File: config.mk
export PLATFORM = sky130hd
export DESIGN_NAME = hazard_forward_unit
export DESIGN_NICKNAME = d
export VERILOG_FILES = /design/src/rtl/hazard_forward_unit.sv
export SDC_FILE = /design/constraint.sdc
export NUM_CORES = 1
export LEC_CHECK = 0
export CAP_MARGIN = 20
export CORE_AREA = 2 2 73 75
export CTS_BUF_LIST = sky130_fd_sc_hd__clkbuf_4 sky130_fd_sc_hd__clkbuf_8
export DETAILED_ROUTE_END_ITERATION = 6
export DIE_AREA = 0 0 75 77
export PLACE_DENSITY = 0.81
export SKIP_LAST_GASP = 1
export SYNTH_ARGS = -nofsm -noshare
export SYNTH_HDL_FRONTEND = slang
export SYNTH_SLANG_ARGS = --single-unit
File: constraint.sdc
create_clock -name clk_i -period 2.5 [get_ports clk_i]
set_input_delay 0.5 -clock clk_i [delete_from_list [all_inputs] [get_ports clk_i]]
set_output_delay 0.5 -clock clk_i [all_outputs]
set_load 0.1 [all_outputs]
File: src/rtl/hazard_forward_unit.sv
// Load-use hazard detection and operand forwarding for an in-order pipeline.
// A short shift pipeline remembers the destination of each in-flight writer.
// The ID-stage sources are matched against it, youngest writer first.
// A match on a load that is still too young to forward stalls the front end.
// Saturating counters report stall cycles and forwarding cycles.
module hazard_forward_unit #(
    parameter int REG_AW   = 5,
    parameter int DEPTH    = 2,
    parameter int LOAD_LAT = 1,
    localparam int SW      = $clog2(DEPTH + 1)
) (
    input  logic              clk_i,
    input  logic              rst_n_i,
    input  logic              issue_valid_i,
    input  logic [REG_AW-1:0] issue_rd_i,
    input  logic              issue_we_i,
    input  logic              issue_load_i,
    input  logic              flush_i,
    input  logic [REG_AW-1:0] id_rs_i,
    input  logic [REG_AW-1:0] id_rt_i,
    input  logic              id_rs_used_i,
    input  logic              id_rt_used_i,
    output logic [SW-1:0]     fwd_rs_o,
    output logic [SW-1:0]     fwd_rt_o,
    output logic              stall_o,
    output logic [15:0]       stall_cnt_o,
    output logic [15:0]       fwd_cnt_o
);

    // Index gi of these arrays holds stage gi+1 (index 0 is the youngest).
    logic [DEPTH-1:0]  valid_reg;
    logic [REG_AW-1:0] rd_reg [DEPTH];
    logic [DEPTH-1:0]  load_reg;

    // Per-stage match and hazard flags.
    logic [DEPTH-1:0]  rs_hit;
    logic [DEPTH-1:0]  rt_hit;
    logic [DEPTH-1:0]  haz_stage;

    // Youngest-match selection results.
    logic [SW-1:0]     rs_code;
    logic [SW-1:0]     rt_code;
    logic              rs_haz;
    logic              rt_haz;
    logic              rs_stall;
    logic              rt_stall;

    // Counter next-state values.
    logic [15:0]       stall_cnt_reg;
    logic [15:0]       stall_cnt_next;
    logic [15:0]       fwd_cnt_reg;
    logic [15:0]       fwd_cnt_next;

    // An issue is only recorded when it really leaves ID. A stalled ID slot
    // becomes a bubble, and a flushed one never existed.
    logic              issue_take;
    logic              issue_writes;

    assign issue_take   = issue_valid_i && !flush_i && !stall_o;
    // Writes to register 0 are dropped here, so source 0 can never match.
    assign issue_writes = issue_take && issue_we_i && (issue_rd_i != '0);

    genvar gi;
    generate
        for (gi = 0; gi < DEPTH; gi++) begin : g_stage
            if (gi == 0) begin : g_head
                // Stage 1 captures the issuing instruction or a bubble.
                always_ff @(posedge clk_i or negedge rst_n_i) begin
                    if (!rst_n_i) begin
                        valid_reg[0] <= 1'b0;
                        rd_reg[0]    <= '0;
                        load_reg[0]  <= 1'b0;
                    end else begin
                        valid_reg[0] <= issue_writes;
                        rd_reg[0]    <= issue_rd_i;
                        load_reg[0]  <= issue_load_i;
                    end
                end
            end else begin : g_tail
                // Older stages simply age the record by one cycle.
                always_ff @(posedge clk_i or negedge rst_n_i) begin
                    if (!rst_n_i) begin
                        valid_reg[gi] <= 1'b0;
                        rd_reg[gi]    <= '0;
                        load_reg[gi]  <= 1'b0;
                    end else begin
                        valid_reg[gi] <= valid_reg[gi-1];
                        rd_reg[gi]    <= rd_reg[gi-1];
                        load_reg[gi]  <= load_reg[gi-1];
                    end
                end
            end

            assign rs_hit[gi] = valid_reg[gi] && (rd_reg[gi] == id_rs_i);
            assign rt_hit[gi] = valid_reg[gi] && (rd_reg[gi] == id_rt_i);

            // A load result is unavailable while it sits in stages 1..LOAD_LAT.
            assign haz_stage[gi] = load_reg[gi] && (gi < LOAD_LAT);
        end
    endgenerate

    // Pick the youngest matching stage for rs; scanning oldest-to-youngest
    // lets the youngest hit overwrite any older one.
    always_comb begin
        rs_code = '0;
        rs_haz  = 1'b0;
        for (int k = DEPTH - 1; k >= 0; k--) begin
            if (rs_hit[k]) begin
                rs_code = SW'(k + 1);
                rs_haz  = haz_stage[k];
            end
        end
    end

    // Same youngest-match selection for rt.
    always_comb begin
        rt_code = '0;
        rt_haz  = 1'b0;
        for (int k = DEPTH - 1; k >= 0; k--) begin
            if (rt_hit[k]) begin
                rt_code = SW'(k + 1);
                rt_haz  = haz_stage[k];
            end
        end
    end

    // A hazardous youngest match blocks forwarding from any older stage,
    // because the older value would be stale.
    assign rs_stall = id_rs_used_i && rs_haz;
    assign rt_stall = id_rt_used_i && rt_haz;
    assign fwd_rs_o = (id_rs_used_i && !rs_haz) ? rs_code : '0;
    assign fwd_rt_o = (id_rt_used_i && !rt_haz) ? rt_code : '0;
    assign stall_o  = rs_stall || rt_stall;

    // Saturating increments for both statistics counters.
    always_comb begin
        stall_cnt_next = stall_cnt_reg;
        fwd_cnt_next   = fwd_cnt_reg;
        if (stall_o && (stall_cnt_reg != 16'hFFFF)) begin
            stall_cnt_next = stall_cnt_reg + 16'd1;
        end
        if (((fwd_rs_o != '0) || (fwd_rt_o != '0)) && (fwd_cnt_reg != 16'hFFFF)) begin
            fwd_cnt_next = fwd_cnt_reg + 16'd1;
        end
    end

    // Counter registers.
    always_ff @(posedge clk_i or negedge rst_n_i) begin
        if (!rst_n_i) begin
            stall_cnt_reg <= '0;
            fwd_cnt_reg   <= '0;
        end else begin
            stall_cnt_reg <= stall_cnt_next;
            fwd_cnt_reg   <= fwd_cnt_next;
        end
    end

    assign stall_cnt_o = stall_cnt_reg;
    assign fwd_cnt_o   = fwd_cnt_reg;

endmodule

==> results of run 1 <==
[metal layers]
metal	vias up	track usage, %	routed length (µm)
met5	-	0	0
met4	0	5.179	46
met3	6	5.519	289
met2	51	27.11	2125
met1	807	21.99	1940
li1	806	-	-
[cell type report]
cell class              count  area (µm²)
fillers                   427        1962
repair buffers             72       670.6
clock buffers               7       83.83
clock inverters             1       8.758
multi-input cells         139        1025
well taps                  70       87.58
inverters                   3       11.26
flip-flops and latches     45        1129
[power by group]
group / internal, mW / switching (mW) / total (mW) / leakage, nW
clock network: 0.222 / 0.238 / 0.459 / 0.0493
logic: 0.0835 / 0.138 / 0.221 / 0.687
registers: 0.750 / 0.0268 / 0.777 / 0.598
total: 1.06 / 0.402 / 1.46 / 1.33
[per-stage QoR]
step	std cells	setup TNS [ns]	hold WS, ns	total power [mW]
after global placement	329	-0.01575	0.4307	1.009
after floorplan	191	-0.06373	0.2044	0.9170
final	337	0	0.1470	1.457
after detailed placement	329	-0.02484	0.4334	1.011
after CTS	337	0	0.1561	1.475
after global routing	337	-0.0002143	0.1665	1.538
[timing repair]
| action | in CTS | in global routing |
|---|---|---|
| pin swaps | 0 | 5 |
| gates resized for setup | 1 | 4 |
| setup endpoints to repair | 1 | 3 |
[logic make-up (layout without fill, tap and decap cells)]
group,after synthesis,count (layout),synth area share [%]
AND/OR/NAND/NOR,78,78,20.10
XOR/XNOR,50,50,20.28
flip-flops,45,45,52.14
AO/OA/AOI/OAI,8,8,3.708
buffers and inverters,7,83,2.086
adder cells (fa/ha/maj),2,2,1.159
multiplexers,1,1,0.5214
[final timing paths]
| kind | end | slack, ns |
|---|---|---|
| setup / recovery | fwd_rt_o[0] | 0.08 |
| hold / removal | stall_cnt_o[7] | 0.15 |
| setup reg to reg | stall_cnt_o[3] | 0.56 |
| hold reg to reg | rd_reg[3] | 0.45 |
| max in group asynchronous | fwd_cnt_o[12] | 1.79 |
| min in group clk_i | rd_reg[3] | 0.45 |
[placed cells by master, fill, tap and decap left out, types with 5 or more instances in the layout]
| cell | instances |
|---|---|
| nand4_1 | 15 |
| nor2_1 | 8 |
| clkdlybuf4s50_1 | 19 |
| clkbuf_8 | 5 |
| and3_1 | 6 |
| buf_12 | 6 |
| nand2_1 | 20 |
| buf_4 | 44 |
| xnor2_1 | 46 |
| nand3_1 | 13 |
| dfrtp_1 | 43 |
==> flow_metrics.tcl, run 1 <==
set metrics [dict create \
    status "complete, no violations" \
    critPathKind "input pin to output port" \
    worst_skew_pair.late_latency_ns 0.29 \
    pin_count 60 \
    fin_skew_ns 0.01092 \
    hpwl_um 3409 \
    setup_ws_ns 0.07795 \
    syn_nets 216 \
    slowest_stage "clkdlybuf4s50_1" \
    final_util_pct 60.58 \
    setup.worst_path.start "id_rt_i[1]" \
    rows 26 \
    cts-buffers-inserted 5 \
    htreeDepth 2 \
    min_period_ns 2.422 \
    synthArstFlopShare_pct 100.0 \
    cts-hold-fix-buffers 0 \
    synth_top_area_share_pct 52.14 \
    antenna_found_initial 0 \
    dr.first_iter.drc_count 17 \
    synthTopCellsByArea "dfrtp_1 52%, xnor2_1 19%, nand4_1 4.3%" \
    post_drt_wl_per_cell_um 13.06 \
    synth-seq-cells 45 \
    irDropWorstVdd_mv 0.4131 \
    diodes 0 \
    area_delta_synth_final_pct 39.63 \
    crit_chain "clkdlybuf4s50_1, xnor2_1, nand3_2, buf_4, nor3_4, buf_12" \
    nets 291 \
    cp-start-kind "input pin" \
    synth_top_area_cell "dfrtp_1" \
    path_depth 6 \
    hold_viol 0 \
    cts_setup_buffers 0 \
    gp_congestion 0.8502 \
    grt_max_degree 23 \
    routed-via-count 1670 \
    max_slew_margin_pct 60.06 \
    portBuffers 59 \
    critPathMaxStageDelay_ns 0.46 \
    avgSynthCellArea_um2 11.31 \
    maxSlewViolCount 0 \
    synth.most_common_cell "xnor2_1" \
    arrival_ns 1.92 \
    hp-class "input pin to async pin" \
    drc 0 \
    path_max_fanout 2 \
    drive_above_1_share_pct 28.84 \
    start_util_pct 43.39 \
    worst_setup_path_end_kind "output port" \
    p_per_area_mw_per_mm2 483.3 \
    root_buffer "clkbuf_8" \
    ys_types 30 \
    dieWidth_um 75 \
    antenna_left 0 \
    dpl-instance-area_mm2 0.002899 \
    die_h_um 77 \
    clock-sinks 45 \
    crit_family "buffers and inverters" \
    r2r_start "rd_reg[5]" \
    grt_overflow 0 \
    drt_pass1_iterations 4 \
    tightest_slew_ns 0.5978 \
    syn_inst 191 \
    fmax_mhz 412.9 \
    dieArea_mm2 0.005775 \
    syn_area_mm2 0.002160 \
    cts_tree "built" \
    rr_worst_depth 7 \
    synthTopCellsByCount "47 x xnor2_1, 45 x dfrtp_1, 20 x nand2_1" \
    leakagePower_nw 1.334 \
    clockBufferDepth 2 \
    grt_usage_pct 17.09 \
    yosysWarnings 0 \
    setup_viol 0 \
    grt_pass1_wl_um 7617 \
    grt_pass1_vias 1649 \
    vias_per_cell 4.955 \
    dp_slack_ns -0.01722 \
    synth_flop_cell "dfrtp_1" \
    drt-total-wl_um 4402 \
    final_cell_area_mm2 0.003015 \
    cp.required_ns 2.00 \
    grt_setup_unrepaired "true" \
    path_clk_slew_ns 0.08 \
    period_share_pct 96.88 \
    path_buf_inv 3 \
    synth-edff-count 0 \
    ys_seq_area_share_pct 52.14 \
    coreArea_mm2 0.004977 \
    cap_viol_max_count 0 \
]
No activity file was read; power rests on OpenSTA's default activity.
==> run 2: changes to the inputs <==
CTS_BUF_LIST = sky130_fd_sc_hd__clkbuf_2 sky130_fd_sc_hd__clkbuf_4 sky130_fd_sc_hd__clkbuf_8   (was sky130_fd_sc_hd__clkbuf_4 sky130_fd_sc_hd__clkbuf_8)
==> results of run 2 <==
Final layout, timing and power as in run 1 (identical DEF).
==> run 3: changes to the inputs <==
CAP_MARGIN = 25   (was 20)
CELL_PAD_IN_SITES_DETAIL_PLACEMENT = 1   (was default)
CELL_PAD_IN_SITES_GLOBAL_PLACEMENT = 1   (was default)
CORE_AREA = 2 2 79 81   (was 2 2 73 75)
CTS_CLUSTER_SIZE = 16   (was default)
DIE_AREA = 0 0 81 83   (was 0 0 75 77)
PLACE_DENSITY = 0.87   (was 0.81)
==> run 3 against run 2 <==
Routed wire length is 27% higher. Worst hold slack better by 0.021 ns. First-iteration DRC count up 59%. Non-clock buffer count rose by 2. Utilization shrank 8.3 points. Flip-flop and latch count stayed put. Clock skew is 0.0055 ns lower. Sequential power hardly changed. Register-to-register slack got worse by 0.18 ns. Largest cell class unchanged. Largest power group unchanged.
==> flow_metrics.tcl, run 3 (synthesized netlist as in run 1, its figures left out) <==
set metrics [dict create \
    dr.first_iter.drc_count 27 \
    vias_per_cell 5.064 \
    tightest_slew_ns 0.6233 \
    cap_viol_max_count 0 \
    dieArea_mm2 0.006723 \
    path_clk_slew_ns 0.08 \
    root_buffer "clkbuf_8" \
    hold_viol 0 \
    grt_setup_unrepaired "true" \
    diodes 0 \
    drt-total-wl_um 5569 \
    hp-class "input pin to async pin" \
    irDropWorstVdd_mv 0.3681 \
    setup_tns_ns 0 \
    cp.required_ns 2.00 \
    worst_setup_path_end_kind "output port" \
    antenna_found_initial 0 \
    cts-buffers-inserted 5 \
    mostFrequentLayoutCells "46 x buf_4, 45 x xnor2_1, 43 x dfrtp_1" \
    layout_commonest_cell "buf_4" \
    grt_pass1_wl_um 9308 \
    cp-start-kind "input pin" \
    portBuffers 59 \
    maxSlewViolCount 0 \
    critPathKind "input pin to output port" \
    p_per_area_mw_per_mm2 489.5 \
    max_slew_margin_pct 58.35 \
    hpwl_um 4424 \
    grt_max_degree 27 \
    grt_pass1_vias 1863 \
    routed-via-count 1742 \
    coreArea_mm2 0.005816 \
    path_max_fanout 3 \
    start_util_pct 37.13 \
    status "complete, no violations" \
    totalPowerFinal_mw 1.490 \
    drt_pass1_iterations 4 \
    nets 293 \
    whs_ns 0.1681 \
    dieWidth_um 81 \
    period_share_pct 96.64 \
    die_h_um 83 \
    antenna_left 0 \
    fill_cells 643 \
    rows 28 \
    worst_skew_pair.late_latency_ns 0.29 \
    htreeDepth 2 \
    grt_overflow 0 \
    post_drt_wl_per_cell_um 16.19 \
    drive_above_1_share_pct 29.37 \
    clock-sinks 45 \
    leakagePower_nw 1.357 \
    setup_viol 0 \
    gp_congestion 0.8020 \
    min_period_ns 2.416 \
    setup_ws_ns 0.08397 \
    area_delta_synth_final_pct 40.90 \
    clockBufferDepth 2 \
    fmax_mhz 413.9 \
    cts_tree "built" \
    pin_count 60 \
    arrival_ns 1.92 \
    dp_slack_ns -0.09042 \
    fin_skew_ns 0.005436 \
    grt_usage_pct 17.63 \
    drc 0 \
]
[run 3: changes by cell type in the layout (fill, tap and decap cells not counted)]
cell / change
buf_4: +2
xnor2_1: -1
nand3_2: -1
dlygate4sd2_1: +1
clkbuf_8: +1
clkinv_4: -1
clkdlybuf4s50_1: -1
xnor2_2: +1
nand3_1: +1
[run 3: power by group]
part | internal (mW) | switching (mW) | leakage [nW]
clock network | 0.248 | 0.237 | 0.0523
logic | 0.0853 | 0.142 | 0.707
registers | 0.750 | 0.0280 | 0.598
[run 3: critical path, stage by stage]
cell	delay [ns]
clkdlybuf4s50_1	0.52
xnor2_1	0.15
nand4_2	0.18
buf_4	0.19
nor3_4	0.19
buf_12	0.20
[run 3: layout make-up]
cell class                 count  area [µm²]  share of cell area (%)
tap                           75       93.84                   3.084
sequential                    45        1129                   37.09
clock buffer                   8       97.59                   3.207
inverter                       3       11.26                  0.3701
multi-input combinational    139        1027                   33.76
timing repair buffer          74       684.4                   22.49
[run 3: repair_timing]
item / CTS / global route
hold endpoints to repair: 0 / 0
resized for setup: 2 / 4
hold buffers: 0 / 0
setup endpoints to repair: 1 / 3
cloned: 0 / 0
buffers inserted: 0 / 1
pin swaps: 0 / 3
[run 3: worst paths after layout]
path	from	endpoint	slack (ns)	cells past startpoint
min in group clk_i	rd_reg[8]	rd_reg[3]	0.46	0
max	id_rt_i[4]	fwd_rt_o[0]	0.08	6
max reg2reg	rd_reg[7]	fwd_cnt_o[9]	0.38	9
min reg2reg	rd_reg[8]	rd_reg[3]	0.46	0
min	rst_n_i	rd_reg[2]	0.17	1
max in group asynchronous	rst_n_i	valid_reg[0]	1.82	2
[run 3: per-layer routing]
layer | GRT usage [%] | vias to the layer above | wire length (µm)
met5 | 0 | - | 0
met4 | 4.160 | 0 | 34
met3 | 3.804 | 6 | 262
met2 | 30.80 | 47 | 2909
met1 | 21.85 | 878 | 2362
li1 | - | 811 | -
[run 3: metrics by stage]
step | area, µm² | cells | utilization (%)
5_1_grt | 3043 | 344 | 52.32
3_3_place_gp | 2913 | 335 | 50.09
2_1_floorplan | 2180 | 191 | -
4_1_cts | 3017 | 343 | 51.87
6_report | 3043 | 344 | 52.32
3_5_place_dp | 2913 | 335 | 50.09
==> RTL change 1 (settings of run 2) <==
The parameter `DEPTH` goes from 2 to 1.
--- a/src/rtl/hazard_forward_unit.sv
+++ b/src/rtl/hazard_forward_unit.sv
@@ -7,3 +7,3 @@
     parameter int REG_AW   = 5,
-    parameter int DEPTH    = 2,
+    parameter int DEPTH    = 1,
     parameter int LOAD_LAT = 1,
Ports: changed (resized fwd_rs_o and fwd_rt_o); port bits go from 60 to 58. The function was not compared with the original's and may differ.
==> RTL change 1 against run 2 <==
Total power fell by 14%. Count of clock-buffer cells in the layout rose by 1. Worst hold slack improved by 180 ps. Synthesized area fell by 10%. Critical path depth rose by 1. Final cell count fell by 5.0%. Routed wire length fell by 2.9%. Final area fell by 7.7%. Worst setup slack improved by 12 ps. Sequential cell count fell by 6. First-iteration DRC count rose to 2.8 times the old value. Critical path type unchanged. Largest cell class unchanged.
==> RTL change 1: results (changes against run 2) <==
Run status
  • Status: complete, no violations

Yosys
  • Post-synthesis adder-cell area fraction: 0.0129 (+0.00132)
  • Top cells by instance count after synthesis: dfrtp_1, xnor2_1, nand3_1
  • Synth top area share: 0.503 (-0.0182)
  • Post-synthesis xor/xnor area fraction: 0.167 (-0.0357)
  • Cell variety after synth: 29 (-3.3%)
  • Post-synthesis sequential area ratio: 0.503 (-0.0182)
  • Post-synthesis compound-gate area fraction: 0.0213 (-0.0158)
  • Ys async rst share: 1.00 (unchanged)
  • Largest cells by area after synthesis: dfrtp_1, xnor2_1, xor2_1
  • Syn nets: 200 (-7.4%)
  • Mux cell area share after synthesis: 0.0310 (+0.0258)

Timing
  • Layout Skew: 5.88 ps (-5.04 ps)
  • Worst Tran Pin Value: 900 ps (+302 ps)

Setup path
  • Worst path top cell family by delay: buffers and inverters
  • Critical Path Max Stage Delay: 420 ps (-40 ps)
  • WP data arrival: 1910 ps
  • Crit-path slowest cell: clkdlybuf4s50_1
  • CP Max Fanout: 2 (unchanged)

Min path
  • Worst min-delay path category: primary input to async pin

Clock tree
  • H-tree levels: 2 (unchanged)
  • Post-CTS resize count: 4 (+3)
  • Post-CTS Setup Bufs: 2 (+2)
  • Worst skew pair latency: 280 ps
  • Root buf cell: clkbuf_8
  • Clk slew on worst S/H paths: 80 ps (about the same)
  • Max Buffers Root-to-Sink: 2 (unchanged)
  • Inserted Clock Buffers: 5 (unchanged)

Finish
  • Layout cell share with drive strength beyond 1: 0.312 (+0.0236)
  • Nets@finish: 274 (-5.8%)
  • Antenna cell count: 0 (unchanged)
  • Fill cells: 429 (+0.47%)

Pwr
  • Worst IR drop on VDD: 0.238 mV (-42%)
  • P_leak: 1.28 nW (-3.9%)
  • Switching Fraction: 0.238 (-0.0384)

Drt
  • Avg WL per Cell: 13.4 microns (+2.3%)
  • Top Layer Used: met4
  • Met2 WL post-DR: 2120 microns (-0.24%)
  • Met3 wire len: 256 microns (-11%)
  • Initial drt markers: 47 (+30)
  • Wl on met1: 1860 microns (-4.1%)
  • Routed vias/inst: 4.82 (-2.8%)
  • Drt pass-1 iters: 4 (unchanged)

Global routing
  • Met3 Usage GRT: 0.0407 (-0.0145)
  • Met2 usage: 0.260 (-0.0114)
  • GRT Total Usage: 0.155 (-0.0159)
  • First-pass GRT wire length: 7110 microns (-6.7%)
  • Largest net degree at the start of global routing: 40 (+74%)
  • Vias in the first global route: 1605 (-2.7%)
  • Initial antenna violation count: 0 (unchanged)
  • Global Route met1 Usage: 0.189 (-0.0306)

Place
  • Post-DP HPWL: 3170 microns (-7.1%)
  • Area after DPL: 2610 sq um (-9.8%)
  • Port buffer count: 57 (-3.4%)
  • Gp weighted congestion: 0.767 (-9.8%)
[RTL change 1: cell count changes after synthesis, moves of 3 or more]
cell,run 2,this run
dfrtp_1,45,39
nand3_1,14,18
mux2_2,1,4
nor2_1,8,14
xnor2_1,47,20
nand4_1,15,8
xor2_1,3,17
nand2_1,20,17
[RTL change 1: stage by stage]
stage | worst slack (ps) | hold slack [ps] | std cells | total power [W]
after detailed placement | -150 | 484 | 309 | 0.000796
after global routing | 21.0 | 414 | 320 | 0.00131
after global placement | -95.1 | 480 | 309 | 0.000793
after floorplan | 88.5 | 204 | 175 | 0.000730
final | 89.6 | 329 | 320 | 0.00125
after CTS | 3.28 | 373 | 319 | 0.00127
[RTL change 1: final timing paths]
path,endpoint,start,slack (ps)
setup / recovery,fwd_rs_o,id_rs_i[4],90
hold / removal,stall_cnt_o[3],rst_n_i,330
setup reg to reg,fwd_cnt_o[1],rd_reg[0],350
hold reg to reg,fwd_cnt_o[8],fwd_cnt_o[8],500
max in group asynchronous,fwd_cnt_o[1],rst_n_i,1530
min in group clk_i,fwd_cnt_o[8],fwd_cnt_o[8],500
[RTL change 1: power by group through the flow]
stage	logic [W]	registers, W	clock network, W
2_1_floorplan	0.0000287	0.000702	0
3_3_place_gp	0.000128	0.000666	0
3_5_place_dp	0.000129	0.000666	0
4_1_cts	0.000132	0.000654	0.000487
5_1_grt	0.000139	0.000656	0.000516
6_report	0.000131	0.000655	0.000468
[RTL change 1: final cells by class]
type                    instances  area (sq um)  area share
clock buffers                   8           104      0.0373
inverters                       4          15.0     0.00540
multi-input cells             130           975       0.350
flip-flops and latches         39           978       0.352
well taps                      70          87.6      0.0315
repair buffers                 69           623       0.224
==> RTL change 2 (config.mk and constraints of run 2) <==
Made on the original files. Make the reset (`rst_n_i`) synchronous in 3 clocked blocks.
--- a/src/rtl/hazard_forward_unit.sv
+++ b/src/rtl/hazard_forward_unit.sv
@@ -67,3 +67,3 @@
                 // Stage 1 captures the issuing instruction or a bubble.
-                always_ff @(posedge clk_i or negedge rst_n_i) begin
+                always_ff @(posedge clk_i) begin
                     if (!rst_n_i) begin
@@ -80,3 +80,3 @@
                 // Older stages simply age the record by one cycle.
-                always_ff @(posedge clk_i or negedge rst_n_i) begin
+                always_ff @(posedge clk_i) begin
                     if (!rst_n_i) begin
@@ -147,3 +147,3 @@
     // Counter registers.
-    always_ff @(posedge clk_i or negedge rst_n_i) begin
+    always_ff @(posedge clk_i) begin
         if (!rst_n_i) begin
Function: differs if rst_n_i is asserted again (counterexample within 4 cycles, from zero or initial values and one cycle with rst_n_i low); with rst_n_i held inactive, the same outputs for 10 cycles.
==> RTL change 2 against run 2 <==
Sequential cell count did not move. Maximum frequency is 1.6% lower. Count of clock-buffer cells in the layout decreased by 1. Synthesized cell count rose by 27%. First-iteration DRC count increased to 4.9 times the old value. Routed wire length grew 23%. Clock skew fell by 1.0 ps. Synthesized area grew 0.35%. Final area up 4.4%. Die area did not move. Final cell count is 18% higher. Worst setup slack lost 38 ps. Highest routed layer unchanged.
Power is not compared: it rests on default switching activity, and its combinational part moved more than twofold at a synthesized area within 25%.
==> RTL change 2: results (changes against run 2) <==
Global routing
  • Largest net degree at the start of global routing: 20 (-13%)
  • First-pass GRT wire length: 8910 microns (+17%)
  • Vias in the first global route: 1946 (+18%)
  • GRT Total Usage: 0.198 (+0.0272)

Finish
  • Fill cells: 434 (+1.6%)
  • Nets@finish: 351 (+21%)
  • Layout cell share with drive strength beyond 1: 0.284 (-0.00399)

Yosys
  • Top cells by instance count after synthesis: dfxtp_1, nor2_1, xor2_1
  • Cell variety after synth: 37 (+23%)
  • Ys async rst share: 0 (-1.00)
  • Largest cells by area after synthesis: dfxtp_1, xor2_1, xnor2_1
  • Post-synthesis sequential area ratio: 0.416 (-0.106)
  • Syn nets: 268 (+24%)
  • Synth Flop Type: dfxtp_1

Place
  • Post-DP HPWL: 4000 microns (+17%)
  • Gp weighted congestion: 0.865 (+1.8%)
  • Area after DPL: 2970 sq um (+2.4%)
  • Port buffer count: 59 (unchanged)

Drt
  • Initial drt markers: 83 (+66)
  • Avg WL per Cell: 13.6 microns (+4.3%)
  • Routed vias/inst: 5.10 (+2.9%)

Setup path
  • Worst Setup EP: stall_o
  • WP data arrival: 1960 ps (+40 ps)
  • R2r setup slk: 240 ps (-320 ps)
  • Capturing point of the worst reg2reg path: fwd_cnt_o[13]
  • Crit-path slowest cell: nor4_2
  • Critical Path Max Stage Delay: 290 ps (-170 ps)
  • Start point of the critical path: id_rt_i[3]
  • CP Max Fanout: 3 (+1)
  • Reg2reg path depth: 8 (+1)
  • Reg2Reg Launch Point: rd_reg[0][4]

Run status
  • Status: complete, no violations

Pwr
  • Worst IR drop on VDD: 0.268 mV

Timing
  • Relative slew slack: 0.738 (+0.137)
  • Layout Skew: 9.92 ps (-1.01 ps)
  • Fin crit period: 2460 ps (+38.4 ps)
RTL change 2: where the power goes:
part           switching (W)  internal, W  total [W]  leakage [nW]
clock network       0.000245     0.000308   0.000552        0.0586
logic              0.0000462    0.0000596   0.000106         0.894
registers          0.0000120     0.000723   0.000735         0.370
total               0.000303      0.00109    0.00139          1.32
RTL change 2: final cells by class:
| class | instances | area share |
|---|---|---|
| Multi-Input combinational cell | 182 | 0.398 |
| Clock buffer | 6 | 0.0242 |
| Clock inverter | 2 | 0.0111 |
| Timing Repair Buffer | 83 | 0.237 |
| Inverter | 9 | 0.0107 |
| Tap cell | 70 | 0.0278 |
| Sequential cell | 45 | 0.291 |
RTL change 2: tightest hold or removal path, cell delays in order (launching register included):
cell     delay [ps]
dfxtp_2         340
o31ai_1          60
a21oi_1          60
RTL change 2: cell families after synthesis:
family	after synthesis	share of synthesized area
compound gates	27	0.0906
xor+xnor	38	0.154
fa+ha+maj	2	0.0115
buf+inv	16	0.0300
flops	45	0.416
mux	4	0.0185
simple gates	111	0.280
RTL change 2: per-stage QoR:
| stage | utilization | std cells | total power (W) |
|---|---|---|---|
| after CTS | 0.626 | 396 | 0.00140 |
| after global placement | 0.597 | 384 | 0.000857 |
| final | 0.632 | 397 | 0.00139 |
| after floorplan | - | 243 | 0.000797 |
| after detailed placement | 0.597 | 384 | 0.000859 |
| after global routing | 0.632 | 397 | 0.00144 |
RTL change 2: repair_timing:
item                                   CTS  global route
setup buffers                            4             1
pin swaps                                7             6
cloned                                   0             0
endpoints found under the hold margin    0             0
gates resized for setup                 12             9
setup endpoints to repair                5            13
RTL change 2: worst min path at each step:
| stage | end | cells past startpoint |
|---|---|---|
| after floorplan | rd_reg[1][1] | 1 |
| after global placement | fwd_cnt_o[8] | 2 |
| after detailed placement | fwd_cnt_o[8] | 2 |
| after CTS | fwd_cnt_o[8] | 2 |
| after global routing | fwd_cnt_o[7] | 2 |
| final | fwd_cnt_o[8] | 2 |
RTL change 2: per-layer routing:
layer,GRT usage,share of wire,vias to the layer above
met5,0,0,-
met3,0.0670,0.054,9
met4,0.0625,0.016,0
met1,0.249,0.44,953
met2,0.314,0.49,46
li1,-,-,1016
